File: src/rtl/ram_fifo_ctrl.sv
// FIFO controller around an external synchronous RAM, with a two-entry
// show-ahead output buffer that hides the RAM's one-cycle read latency.
module ram_fifo_ctrl #(
    parameter int DATA_WIDTH = 8,
    parameter int ADDR_WIDTH = 5
) (
    input  logic                  clk_i,
    input  logic                  rst_n_i,
    input  logic [DATA_WIDTH-1:0] wr_data_i,
    input  logic                  wr_i,
    output logic                  full_o,
    output logic [DATA_WIDTH-1:0] rd_data_o,
    output logic                  rd_valid_o,
    input  logic                  rd_ready_i,
    output logic [ADDR_WIDTH+1:0] used_o,
    output logic [ADDR_WIDTH-1:0] ram_wr_addr_o,
    output logic [DATA_WIDTH-1:0] ram_wr_data_o,
    output logic                  ram_wr_o,
    output logic [ADDR_WIDTH-1:0] ram_rd_addr_o,
    output logic                  ram_rd_o,
    input  logic [DATA_WIDTH-1:0] ram_rd_data_i
);

    localparam logic [ADDR_WIDTH:0] DEPTH_C = (ADDR_WIDTH+1)'(2**ADDR_WIDTH);

    logic [ADDR_WIDTH-1:0] wr_ptr_q, wr_ptr_d;
    logic [ADDR_WIDTH-1:0] rd_ptr_q, rd_ptr_d;
    logic [ADDR_WIDTH:0]   ram_cnt_q, ram_cnt_d;
    logic                  pend_q, pend_d;
    logic [1:0]            buf_cnt_q, buf_cnt_d;
    logic [DATA_WIDTH-1:0] head_q, head_d;
    logic [DATA_WIDTH-1:0] skid_q, skid_d;
    logic [ADDR_WIDTH+1:0] used_q, used_d;

    logic                  full_s;
    logic                  wr_acc_s;
    logic                  rd_valid_s;
    logic                  pop_s;
    logic                  rd_issue_s;
    logic [2:0]            occ_s;

    // Handshakes and read-issue decision; rst_n_i gates writes so none land during reset.
    always_comb begin
        full_s     = (ram_cnt_q == DEPTH_C);
        wr_acc_s   = wr_i & ~full_s & rst_n_i;
        rd_valid_s = (buf_cnt_q != 2'd0);
        pop_s      = rd_valid_s & rd_ready_i;
        occ_s      = {1'b0, buf_cnt_q} + {2'b00, pend_q} - {2'b00, pop_s};
        rd_issue_s = (ram_cnt_q != {(ADDR_WIDTH+1){1'b0}}) & (occ_s < 3'd2);
    end

    // Pointer, RAM occupancy and in-flight flag next state.
    always_comb begin
        wr_ptr_d = wr_ptr_q;
        rd_ptr_d = rd_ptr_q;
        pend_d   = rd_issue_s;
        if (wr_acc_s) begin
            wr_ptr_d = wr_ptr_q + {{(ADDR_WIDTH-1){1'b0}}, 1'b1};
        end else begin
            wr_ptr_d = wr_ptr_q;
        end
        if (rd_issue_s) begin
            rd_ptr_d = rd_ptr_q + {{(ADDR_WIDTH-1){1'b0}}, 1'b1};
        end else begin
            rd_ptr_d = rd_ptr_q;
        end
        case ({wr_acc_s, rd_issue_s})
            2'b10:   ram_cnt_d = ram_cnt_q + {{ADDR_WIDTH{1'b0}}, 1'b1};
            2'b01:   ram_cnt_d = ram_cnt_q - {{ADDR_WIDTH{1'b0}}, 1'b1};
            default: ram_cnt_d = ram_cnt_q;
        endcase
    end

    // Output buffer: a landing word goes to the first free slot after any pop.
    always_comb begin
        head_d    = head_q;
        skid_d    = skid_q;
        buf_cnt_d = buf_cnt_q;
        case ({pop_s, pend_q})
            2'b11: begin
                if (buf_cnt_q == 2'd2) begin
                    head_d = skid_q;
                    skid_d = ram_rd_data_i;
                end else begin
                    head_d = ram_rd_data_i;
                end
            end
            2'b10: begin
                head_d    = skid_q;
                buf_cnt_d = buf_cnt_q - 2'd1;
            end
            2'b01: begin
                if (buf_cnt_q == 2'd0) begin
                    head_d    = ram_rd_data_i;
                    buf_cnt_d = 2'd1;
                end else if (buf_cnt_q == 2'd1) begin
                    skid_d    = ram_rd_data_i;
                    buf_cnt_d = 2'd2;
                end else begin
                    buf_cnt_d = buf_cnt_q;
                end
            end
            default: buf_cnt_d = buf_cnt_q;
        endcase
        used_d = (ADDR_WIDTH+2)'(ram_cnt_d) + (ADDR_WIDTH+2)'(pend_d)
               + (ADDR_WIDTH+2)'(buf_cnt_d);
    end

    // State registers.
    always_ff @(posedge clk_i or negedge rst_n_i) begin
        if (!rst_n_i) begin
            wr_ptr_q  <= {ADDR_WIDTH{1'b0}};
            rd_ptr_q  <= {ADDR_WIDTH{1'b0}};
            ram_cnt_q <= {(ADDR_WIDTH+1){1'b0}};
            pend_q    <= 1'b0;
            buf_cnt_q <= 2'd0;
            head_q    <= {DATA_WIDTH{1'b0}};
            skid_q    <= {DATA_WIDTH{1'b0}};
            used_q    <= {(ADDR_WIDTH+2){1'b0}};
        end else begin
            wr_ptr_q  <= wr_ptr_d;
            rd_ptr_q  <= rd_ptr_d;
            ram_cnt_q <= ram_cnt_d;
            pend_q    <= pend_d;
            buf_cnt_q <= buf_cnt_d;
            head_q    <= head_d;
            skid_q    <= skid_d;
            used_q    <= used_d;
        end
    end

    assign full_o        = full_s;
    assign ram_wr_o      = wr_acc_s;
    assign ram_wr_addr_o = wr_ptr_q;
    assign ram_wr_data_o = wr_data_i;
    assign ram_rd_o      = rd_issue_s;
    assign ram_rd_addr_o = rd_ptr_q;
    assign rd_valid_o    = rd_valid_s;
    assign rd_data_o     = head_q;
    assign used_o        = used_q;

endmodule

File: config.mk
export PLATFORM = sky130hd
export DESIGN_NAME = ram_fifo_ctrl
export DESIGN_NICKNAME = d
export VERILOG_FILES = /design/src/rtl/ram_fifo_ctrl.sv
export SDC_FILE = /design/constraint.sdc
export NUM_CORES = 1
export LEC_CHECK = 0
export ABC_AREA = 1
export CAP_MARGIN = 0
export CORE_AREA = 8 8 79 115
export DETAILED_ROUTE_END_ITERATION = 12
export DIE_AREA = 0 0 87 123
export GPL_ROUTABILITY_DRIVEN = 0
export SYNTH_ARGS = -nofsm -noshare
export SYNTH_HDL_FRONTEND = slang
export SYNTH_SLANG_ARGS = --single-unit
File: constraint.sdc
create_clock -name clk_i -period 6.66 [get_ports clk_i]
set_input_delay 0.666 -clock clk_i [delete_from_list [all_inputs] [get_ports clk_i]]
set_output_delay 0.666 -clock clk_i [all_outputs]
set_load 0.02 [all_outputs]
## Word level (Yosys, flattened, before mapping)

Cells that the tools add are included.
W data, S select, Z words.

| cells by class | value |
|---|---|
| equal/unequal tests | 12 |
| order comparisons | 1 |
| reduce and logical (&&, ||, !) cells | 7 |
| muxes and demuxes | 11 |
| add/subtract/negate cells | 9 |
| bitwise operators | 5 |

Operator list:

| cell | number |
|---|---|
| $mux W8 | 5 |
| $pmux W8 S3 | 1 |
| $pmux W8 S2 | 1 |
| $pmux W6 S2 | 1 |
| $add A5 B1 Y5 const B | 2 |
| $eq A2 B2 Y1 const B | 4 |
| $ne A2 B2 Y1 const B | 4 |
| $add A6 B1 Y7 | 1 |
| $add A7 B2 Y7 | 1 |
| $add A6 B1 Y6 const B | 1 |
| $eq A2 B1 Y1 const B | 3 |
| $eq A6 B6 Y1 const B | 1 |
| $reduce_bool A6 Y1 | 1 |
| $sub A6 B1 Y6 const B | 1 |
| $and A1 B1 Y1 | 4 |
| $mux W2 | 2 |
| $pmux W2 S2 | 1 |
| $reduce_and A4 Y1 | 1 |
| $reduce_bool A2 Y1 | 2 |
| $add A2 B1 Y3 | 1 |
| $lt A3 B2 Y1 const B | 1 |
| $reduce_bool A3 Y1 | 1 |
| $sub A3 B1 Y3 | 1 |
| $logic_not A2 Y1 | 1 |
| 3 further kinds | 3 |

| word-level totals | value |
|---|---|
| output and inout port bits | 37 |
| word-level logic and storage cells | 53 |
| register bits | 42 |

## Depth between registers and ports, before layout

Gate-level depths: netlist of run 1.

| depth | value |
|---|---|
| depth in word-level cells | 9 |
| depth in mapped cells | 23 |
| mapped depth without buffers | 23 |

## Worst setup path after synthesis of run 1

Ideal clock, no wire load.

| timing path | value |
|---|---|
| path type | register to register |
| start | register buf_cnt_q[1] |
| end | register used_q[6], in the netlist used_o[6] |
| stages on the path, launching flop included | 23 |
| path slack | 2.492 ns |
| arrival | 4.096 ns |
| period minus slack after synthesis | 4.168 ns |
| cells stage by stage | dfrtp_1 > inv_1 > ha_1 > nor2_2 > clkinv_2 > nor2_1 > o21ai_0 > fa_1 > o21ai_0 > a21oi_1 > nand2_1 > inv_1 > ha_1 > fa_1 > inv_1 > o21ai_0 > inv_1 > fa_1 > inv_1 > nand2_1 > nor2_1 > nand2_1 > nor2_1 |

| on the way | value |
|---|---|
| longest elaborated chain between the ends | 9 |
| elaborated cells between the ends (all ways) | 19 |

Ends and longest elaborated chain:

| what | line | text |
|---|---|---|
| from (decl) | 30 | `logic [1:0] buf_cnt_q, buf_cnt_d;` |
| from (signal assigned) | 125 | `buf_cnt_q <= buf_cnt_d;` |
| branches (longest 2 deep; another with $add A2 B1 Y3) | - |  |
| $sub A3 B1 Y3 (*) | 48 | `occ_s = {1'b0, buf_cnt_q} + {2'b00, pend_q} - {2'b00, pop_s};` |
| $lt A3 B2 Y1 (*) | 49 | `rd_issue_s = (ram_cnt_q != {(ADDR_WIDTH+1){1'b0}}) & (occ_s < 3'd2);` |
| $and A1 B1 Y1 (*) | 49 |  |
| via ram_rd_o | 20 | `output logic ram_rd_o,` |
| $eq A2 B1 Y1 or $eq A2 B2 Y1 (tied branches) | 67 | `case ({wr_acc_s, rd_issue_s})` |
| $pmux W6 S2 (*) | 67 |  |
| via ram_cnt_d[1] | 28 | `logic [ADDR_WIDTH:0] ram_cnt_q, ram_cnt_d;` |
| $add A6 B1 Y7 (*) | 105 | `used_d = (ADDR_WIDTH+2)'(ram_cnt_d) + (ADDR_WIDTH+2)'(pend_d)` |
| $add A7 B2 Y7 (*) | 106 | `+ (ADDR_WIDTH+2)'(buf_cnt_d);` |
| via used_d[6] | 33 | `logic [ADDR_WIDTH+1:0] used_q, used_d;` |
| to (signal assigned) | 119 | `used_q <= {(ADDR_WIDTH+2){1'b0}};` |
| to (signal assigned) | 128 | `used_q <= used_d;` |
| to (decl) | 33 |  |

Mark *: on every way through the listed nets, which the timed path passes.
A chain may end at the register's enable or synchronous reset.

## Worst setup path after layout of run 1

| timing path | value |
|---|---|
| start | input port rd_ready_i |
| end | register used_q[6], in the netlist used_o[6] |

| on the way | value |
|---|---|
| longest elaborated chain between the ends | 8 |
| elaborated cells between the ends (all ways) | 12 |

Ends and longest elaborated chain:

| what | line | text |
|---|---|---|
| from (decl) | 14 | `input logic rd_ready_i,` |
| $and A1 B1 Y1 (*) | 47 | `pop_s = rd_valid_s & rd_ready_i;` |
| $sub A3 B1 Y3 (*) | 48 |  |
| $lt A3 B2 Y1 (*) | 49 |  |
| $and A1 B1 Y1 (*) | 49 |  |
| $eq A2 B1 Y1 or $eq A2 B2 Y1 (tied branches) | 67 |  |
| $pmux W6 S2 (*) | 67 |  |
| via ram_cnt_d[1] | 28 |  |
| $add A6 B1 Y7 (*) | 105 |  |
| $add A7 B2 Y7 (*) | 106 |  |
| via used_d[6] | 33 |  |

The timed path passes the listed nets; every way through them passes the cells marked *.

==> metrics.txt, run 1 <==
status=complete, no violations; fraction of layout cells with a size suffix above 1=0.0660; Final Hold Fails=0; Clk pin slew, worst setup/hold paths=roughly 0.060 ns; CP Data Arrival Time=4.83 ns; wire per inst=around 12 um; largest net degree at the start of global routing=44; post-route ant nets=0; H-tree depth=2; Reg2Reg Setup Slack=2.13 ns; dominant synthesized flop cell=dfrtp_1; Mapped Nets=301; mean post-synth cell area=roughly 8.7 um^2; Crit Path Class=input pin to register; cts hold-fix bufs=0; nets@finish=between 300 and 400; Core ar.=7470 um^2; max frequency=~0.22 GHz; Ant. Diodes=0; via density per instance=4.30; synthesis-to-layout area growth=25.1%; most used cell, CP=inv_1; PostCTS Resize Cnt=0; dpl hpwl=3640 um; setup bufs post-CTS=0; IO buf count=40; skew final=0.00615 ns; Root Buffer=clkbuf_16; Synth Cell Area=2300 um^2; critical-path cell list=clkdlybuf4s50_1 -> inv_2 -> nor2_2 -> clkinv_2 -> nor2_1 -> o21ai_0 -> fa_1 -> o21ai_0 -> a21oi_1 -> nand2_1 -> inv_1 -> ha_1 -> fa_1 -> inv_1 -> o21ai_0 -> inv_1 -> fa_1 -> inv_1 -> nand2_1 -> nor2_1 -> nand2_1 -> nor2_1; worst slew pin tran=0.691 ns; number of top-level pins=57; clk buf depth=2; RSZ-0062 raised after global routing=false; Final Setup Violations=0; final WL=4790 um; Final TNS setup=0 ns; flop and latch count out of synthesis=42; most frequent cells in the layout=nand2_1, inv_1, dfrtp_1; initial core utilization=0.309; vias in the first global route=around 1900; Hold WC Path Type=input pin to asynchronous set/reset pin; Die Footprint=10700 um^2; residual DRC count=0; Max-cap violations=0; r2r worst-path depth=22; first-pass GRT wire length=around 8600 um; biggest cell delay along the critical path=0.51 ns; DR vias=1743; clock latency on the worst-skew pair=about 0.28 ns; Die W=87 um; max-slew violations=0; crit-path max FO=7; synth warn=0; Post-synth EDFFs=0; Mapped Cells=266; DRT iter0 DRCs=between 40 and 50; fin crit share=0.694; total global routing track utilization=0.100; Worst slew margin=0.539; async set-reset flop share out of synthesis=1.00; Worst path slowest cell=fa_1; commonest non-fill, non-tap cell in the layout=nand2_1; initial antenna violation count=0; clk sinks=42; Worst Setup End Kind=register; Period minus WS final=4.62 ns; Core Rows=39; Num CTS Buffers=5; Critical Path RT=6.87 ns; DR pass1 iterations=4; Startpoint Class=input pin; Seq/Total Area, Yosys=0.456; TritonCTS clock tree=yes; Unique masters post-synth=28; GRT overflow=0; die height=123 um
worst paths after layout:
check | startpoint | endpoint
min reg2reg | skid_q[4] | skid_q[4]
min | rst_n_i | rd_data_o[1]
max reg2reg | buf_cnt_q[1] | used_o[6]
max in group asynchronous | rst_n_i | ram_cnt_q[1]
max | rd_ready_i | used_o[6]
min in group clk_i | skid_q[4] | skid_q[4]
layer usage:
layer	global-route usage	vias up	wire [um]
li1	-	901	-
met4	0.0368	0	70
met5	0	-	0
met2	0.181	36	2370
met3	0.0306	7	297
met1	0.106	799	2050
state kept, by name (all words and copies together) (netlist names):
| register | cells |
|---|---|
| buf_cnt_q | 2 |
| pend_q | 1 |
| ram_cnt_q | 6 |
| ram_rd_addr_o | 5 |
| ram_wr_addr_o | 5 |
| rd_data_o | 8 |
| skid_q | 8 |
| used_o | 7 |
critical path: cells and delay by family:
kind | cells | cell delay [ns]
adders and majority gates | 4 | 1.61
and+or+nand+nor | 7 | 0.84
AOI/OAI and AO/OA | 4 | 0.65
buffers and inverters | 7 | 1.06
per-stage QoR:
| stage | hold WS [ns] | utilization | worst slack [ns] | area (um^2) | cells |
|---|---|---|---|---|---|
| 3_3_place_gp | 0.474 | 0.368 | 1.89 | 2750 | 398 |
| 3_5_place_dp | 0.480 | 0.368 | 1.72 | 2750 | 398 |
| 4_1_cts | 0.470 | 0.386 | 2.00 | 2880 | 405 |
| 2_1_floorplan | 0.370 | - | 2.49 | 2300 | 266 |
| 6_report | 0.450 | 0.386 | 2.04 | 2880 | 405 |
| 5_1_grt | 0.507 | 0.386 | 1.49 | 2880 | 405 |
cell families (layout without fill, tap and decap cells):
| kind of cell | Yosys count | count (layout) | share of synthesized area |
|---|---|---|---|
| flip-flops | 42 | 42 | 0.456 |
| AND/OR/NAND/NOR | 97 | 97 | 0.179 |
| AO/OA/AOI/OAI | 42 | 42 | 0.112 |
| XOR/XNOR | 11 | 11 | 0.0418 |
| adder cells (fa/ha/maj) | 15 | 15 | 0.0945 |
| buffers and inverters | 59 | 96 | 0.117 |
final cells by class:
type / count / area, um^2
fillers: 767 / 4580
multi-input cells: 165 / 985
clock buffers: 5 / 125
clock inverters: 2 / 10.0
well taps: 102 / 128
flip-flops and latches: 42 / 1050
repair buffers: 41 / 403
inverters: 48 / 181
Yosys cell counts (2+ instances only):
master	number	share of area
buf_6	2	0.0098
xnor2_1	6	0.023
nand3_1	13	0.028
fa_1	4	0.035
o21ai_0	14	0.030
a21oi_1	7	0.015
o21ai_1	8	0.017
ha_1	11	0.060
dfrtp_1	42	0.46
o211ai_1	9	0.029
nor2_1	15	0.024
inv_1	45	0.073
nor2_2	2	0.0054
nand2_1	61	0.099
xor2_1	5	0.019
inv_2	2	0.0033
buf_4	8	0.026
nand3b_1	2	0.0065
Power of run 1 is not shown: default switching activity piles up to over one toggle a cycle in this logic, so the estimate is an artifact.
==> run 2: changes to the inputs <==
Clock period 6.66 ns to 4.44 ns, I/O delays scaled along.
==> run 2 against run 1 <==
Via count up 0.34%. First-iteration DRC count rose to 3.0 times the previous value. Clock-buffer cell count is 2 higher. Wire length is 3.4% higher. Critical path depth is 1 lower. Critical path type is now register to register.
==> metrics.txt, run 2 (synthesized netlist as in run 1, its figures left out) <==
r2r worst-path depth=21; Core ar.=~7500 um^2; largest net degree at the start of global routing=43; Clk pin slew, worst setup/hold paths=0.06 ns; GRT overflow=0; total global routing track utilization=0.102; die height=123 um; Root Buffer=clkbuf_16; Filler cells=785; CP Data Arrival Time=4.21 ns; Period minus WS final=4.01 ns; IO buf count=40; Die Footprint=10700 um^2; wire per inst=12.1 um; Max-cap violations=0; crit-path max FO=4; DR pass1 iterations=4; fraction of layout cells with a size suffix above 1=0.0814; setup bufs post-CTS=0; commonest non-fill, non-tap cell in the layout=nand2_1; Buf/Inv on CP=6; Hold WC Path Type=input pin to asynchronous set/reset pin; Worst Setup End Kind=register; Final TNS setup=0 ns; fin crit share=0.902; clk sinks=42; Critical Path RT=around 4.6 ns; Crit path max-delay family=adder cells; post-route ant nets=0; most used cell, CP=inv_1; DRT iter0 DRCs=133; initial core utilization=0.309; max-slew violations=0; final WL=4960 um; number of top-level pins=57; Reg2Reg Setup Slack=0.43 ns; Placed Area=2770 um^2; via density per instance=4.28; max frequency=~0.25 GHz; TritonCTS clock tree=yes; Final Setup Violations=0; most frequent cells in the layout=nand2_1, inv_1, dfrtp_1; skew final=0.00368 ns; PostCTS Resize Cnt=0; nets@finish=341; Core Rows=39; cts hold-fix bufs=0; Num CTS Buffers=5; RSZ-0062 raised after global routing=false; Final Hold Fails=0; r2r endpoint=used_o[4]; Startpoint Class=register; status=complete, no violations; Crit Path Class=register to register; residual DRC count=0; worst slew pin tran=0.692 ns; initial antenna violation count=0; first-pass GRT wire length=8710 um; clk buf depth=2; reg2reg start=buf_cnt_q[0]; Final Cell Area=2920 um^2; Die W=approximately 87 um; dpl hpwl=3740 um; DR vias=1749; Worst path slowest cell=fa_1; Ant. Diodes=0; clock latency on the worst-skew pair=0.28 ns; vias in the first global route=1850; critical-path cell list=inv_1 -> ha_1 -> nor2_2 -> clkinv_2 -> nor2_2 -> o21ai_0 -> fa_1 -> o21ai_0 -> a21oi_1 -> nand2_1 -> inv_1 -> ha_1 -> fa_1 -> inv_1 -> o21ai_2 -> inv_1 -> fa_1 -> inv_1 -> nand2_1 -> nor2_1 -> xnor2_1; Worst slew margin=0.538; synthesis-to-layout area growth=26.9%; biggest cell delay along the critical path=0.49 ns; H-tree depth=2
run 2: layout make-up:
class | instances | area (um^2) | share of cell area
Timing Repair Buffer | 44 | 425 | 0.145
Clock buffer | 7 | 143 | 0.0488
Inverter | 48 | 181 | 0.0620
Clock inverter | 1 | 5.00 | 0.00171
Tap cell | 102 | 128 | 0.0436
Multi-Input combinational cell | 165 | 991 | 0.339
Sequential cell | 42 | 1050 | 0.359
run 2: worst max-delay path by stage:
stage                  from   endpoint  slack, ns  cells past startpoint
3_5_place_dp     rd_ready_i  used_o[6]       0.05                     22
4_1_cts        buf_cnt_q[1]  used_o[4]       0.18                     21
2_1_floorplan  buf_cnt_q[1]  used_o[6]       0.27                     22
6_report       buf_cnt_q[0]  used_o[4]       0.43                     21
5_1_grt        buf_cnt_q[1]  used_o[6]       0.04                     22
3_3_place_gp     rd_ready_i  used_o[6]       0.22                     22
run 2: metal layers:
metal / vias up / share of wire / GRT usage
met2: 40 / 0.50 / 0.182
met1: 800 / 0.42 / 0.109
met4: 0 / 0.0085 / 0.0346
met5: - / 0 / 0
li1: 905 / - / -
met3: 4 / 0.071 / 0.0339
run 2: through the flow:
step | worst slack (ns) | utilization | hold WS [ns] | cells
6_report | 0.435 | 0.392 | 0.280 | 409
5_1_grt | 0.0391 | 0.392 | 0.329 | 409
4_1_cts | 0.183 | 0.391 | 0.304 | 409
3_5_place_dp | 0.0494 | 0.371 | 0.481 | 401
3_3_place_gp | 0.221 | 0.371 | 0.474 | 401
2_1_floorplan | 0.272 | - | 0.148 | 266
Power of run 2 is left out for the same reason.
==> run 3: changes to the inputs <==
Settings changed: PLACE_DENSITY set to 0.51.
==> run 3 against run 2 <==
Maximum frequency is 0.87% lower. Non-clock buffer count stayed put. First-iteration DRC count is 59% lower. Clock skew is 0.0036 ns higher. Critical path type unchanged. Critical endpoint is now used_o[6]. Highest routed layer unchanged.
==> metrics.txt, run 3 (synthesized netlist as in run 1, its figures left out) <==
status=complete, no violations; Root Buffer=clkbuf_16; commonest non-fill, non-tap cell in the layout=nand2_1; Final Hold Fails=0; total global routing track utilization=0.102; initial antenna violation count=0; dpl hpwl=3810 um; largest net degree at the start of global routing=43; die height=between 100 and 150 um; post-route ant nets=0; met3 Track Usage GR=0.0266; max-slew violations=0; final WL=4990 um; most used cell, CP=inv_1; Crit Path Class=register to register; Worst Setup End Kind=register; TritonCTS clock tree=yes; Max-cap violations=0; IO buf count=40; Core ar.=around 7500 um^2; met2 Use GR=0.183; clock latency on the worst-skew pair=roughly 0.28 ns; critical-path cell list=inv_1 -> ha_1 -> nor2_2 -> clkinv_2 -> nor2_1 -> o21ai_0 -> fa_1 -> o21ai_0 -> a21oi_1 -> nand2_1 -> inv_1 -> ha_1 -> fa_1 -> inv_1 -> o21ai_1 -> inv_1 -> fa_1 -> inv_1 -> nand2_1 -> nor2_1 -> nand2_1 -> nor2_1; fin crit share=0.910; r2r endpoint=used_o[6]; worst slew pin tran=0.718 ns; Critical Path RT=4.65 ns; vias in the first global route=between 1500 and 2000; synthesis-to-layout area growth=26.8%; GR Util met1=0.110; Die W=87 um; r2r worst-path depth=22; Final Setup Violations=0; Die Footprint=10700 um^2; GRT overflow=0; H-tree depth=2; CP Data Arrival Time=4.25 ns; DRT iter0 DRCs=55; clk buf depth=2; biggest cell delay along the critical path=0.49 ns; reg2reg start=buf_cnt_q[1]; final non-filler cell total=409; DR vias=1780; most frequent cells in the layout=nand2_1, inv_1, dfrtp_1; Most Crowded Layer GR=met2; initial core utilization=0.309; final setup margin=0.400 ns; Core Rows=39; residual DRC count=0; Period minus WS final=4.04 ns; crit-path max FO=4; Clk pin slew, worst setup/hold paths=approximately 0.06 ns; Crit. Startpoint=buf_cnt_q[1]; via density per instance=4.35; skew final=0.00724 ns; fraction of layout cells with a size suffix above 1=0.0782; wire per inst=12.2 um; first-pass GRT wire length=8690 um; pre-CTS WS=0.111 ns; Startpoint Class=register; Inst Count DP=401; Worst slew margin=0.521; clk sinks=42; Worst path slowest cell=fa_1; Final TNS setup=0 ns; DR pass1 iterations=4; nets@finish=341; Num CTS Buffers=5; max frequency=roughly 0.25 GHz; RSZ-0062 raised after global routing=false; setup bufs post-CTS=0; Multi-input gate area=985 um^2; Reg2Reg Setup Slack=0.40 ns; Hold WC Path Type=input pin to asynchronous set/reset pin; Ant. Diodes=0; Filler cells=770; number of top-level pins=57; sequential standard cell area=1050 um^2
-- run 3: cell types whose count changed in the layout (fill, tap and decap cells not counted), sizes merged --
cell	previous run	this run
clkbuf	7	6
clkinvlp	0	1
-- run 3: how the worst max path moves through the flow --
stage,endpoint,cells past startpoint
2_1_floorplan,used_o[6],22
3_3_place_gp,used_o[6],22
3_5_place_dp,used_o[6],22
4_1_cts,used_o[6],22
5_1_grt,used_o[6],22
6_report,used_o[6],22
-- run 3: cell type report --
type / instances / area share
clock buffers: 6 / 0.0475
clock inverters: 2 / 0.00428
inverters: 48 / 0.0621
multi-input cells: 165 / 0.337
flip-flops and latches: 42 / 0.360
well taps: 102 / 0.0437
repair buffers: 44 / 0.146
-- run 3: per-layer routing --
metal	vias up	share of wire	wire [um]
li1	910	-	-
met1	833	0.41	2040
met2	30	0.52	2600
met3	7	0.053	262
met4	0	0.018	91
met5	-	0	0
-- run 3: metrics by stage --
stage / instance area [um^2] / hold WS [ns] / utilization
6_report: 2920 / 0.265 / 0.391
5_1_grt: 2920 / 0.328 / 0.391
3_5_place_dp: 2770 / 0.484 / 0.371
4_1_cts: 2920 / 0.283 / 0.391
3_3_place_gp: 2770 / 0.474 / 0.371
2_1_floorplan: 2300 / 0.148 / -
-- run 3: worst max-delay path: cells and delay by family (launching register included) --
family	cells	cell delay, ns
compound gates	4	0.54
fa+ha+maj	5	1.71
buf+inv	6	0.52
flops	1	0.42
simple gates	7	0.79
-- run 3: repair_timing --
| item | CTS | global route |
|---|---|---|
| endpoints found under the setup margin | 0 | 2 |
| hold buffers | 0 | 0 |
| endpoints found under the hold margin | 0 | 0 |
| resized for setup | 0 | 1 |
Power of run 3 is left out for the same reason.
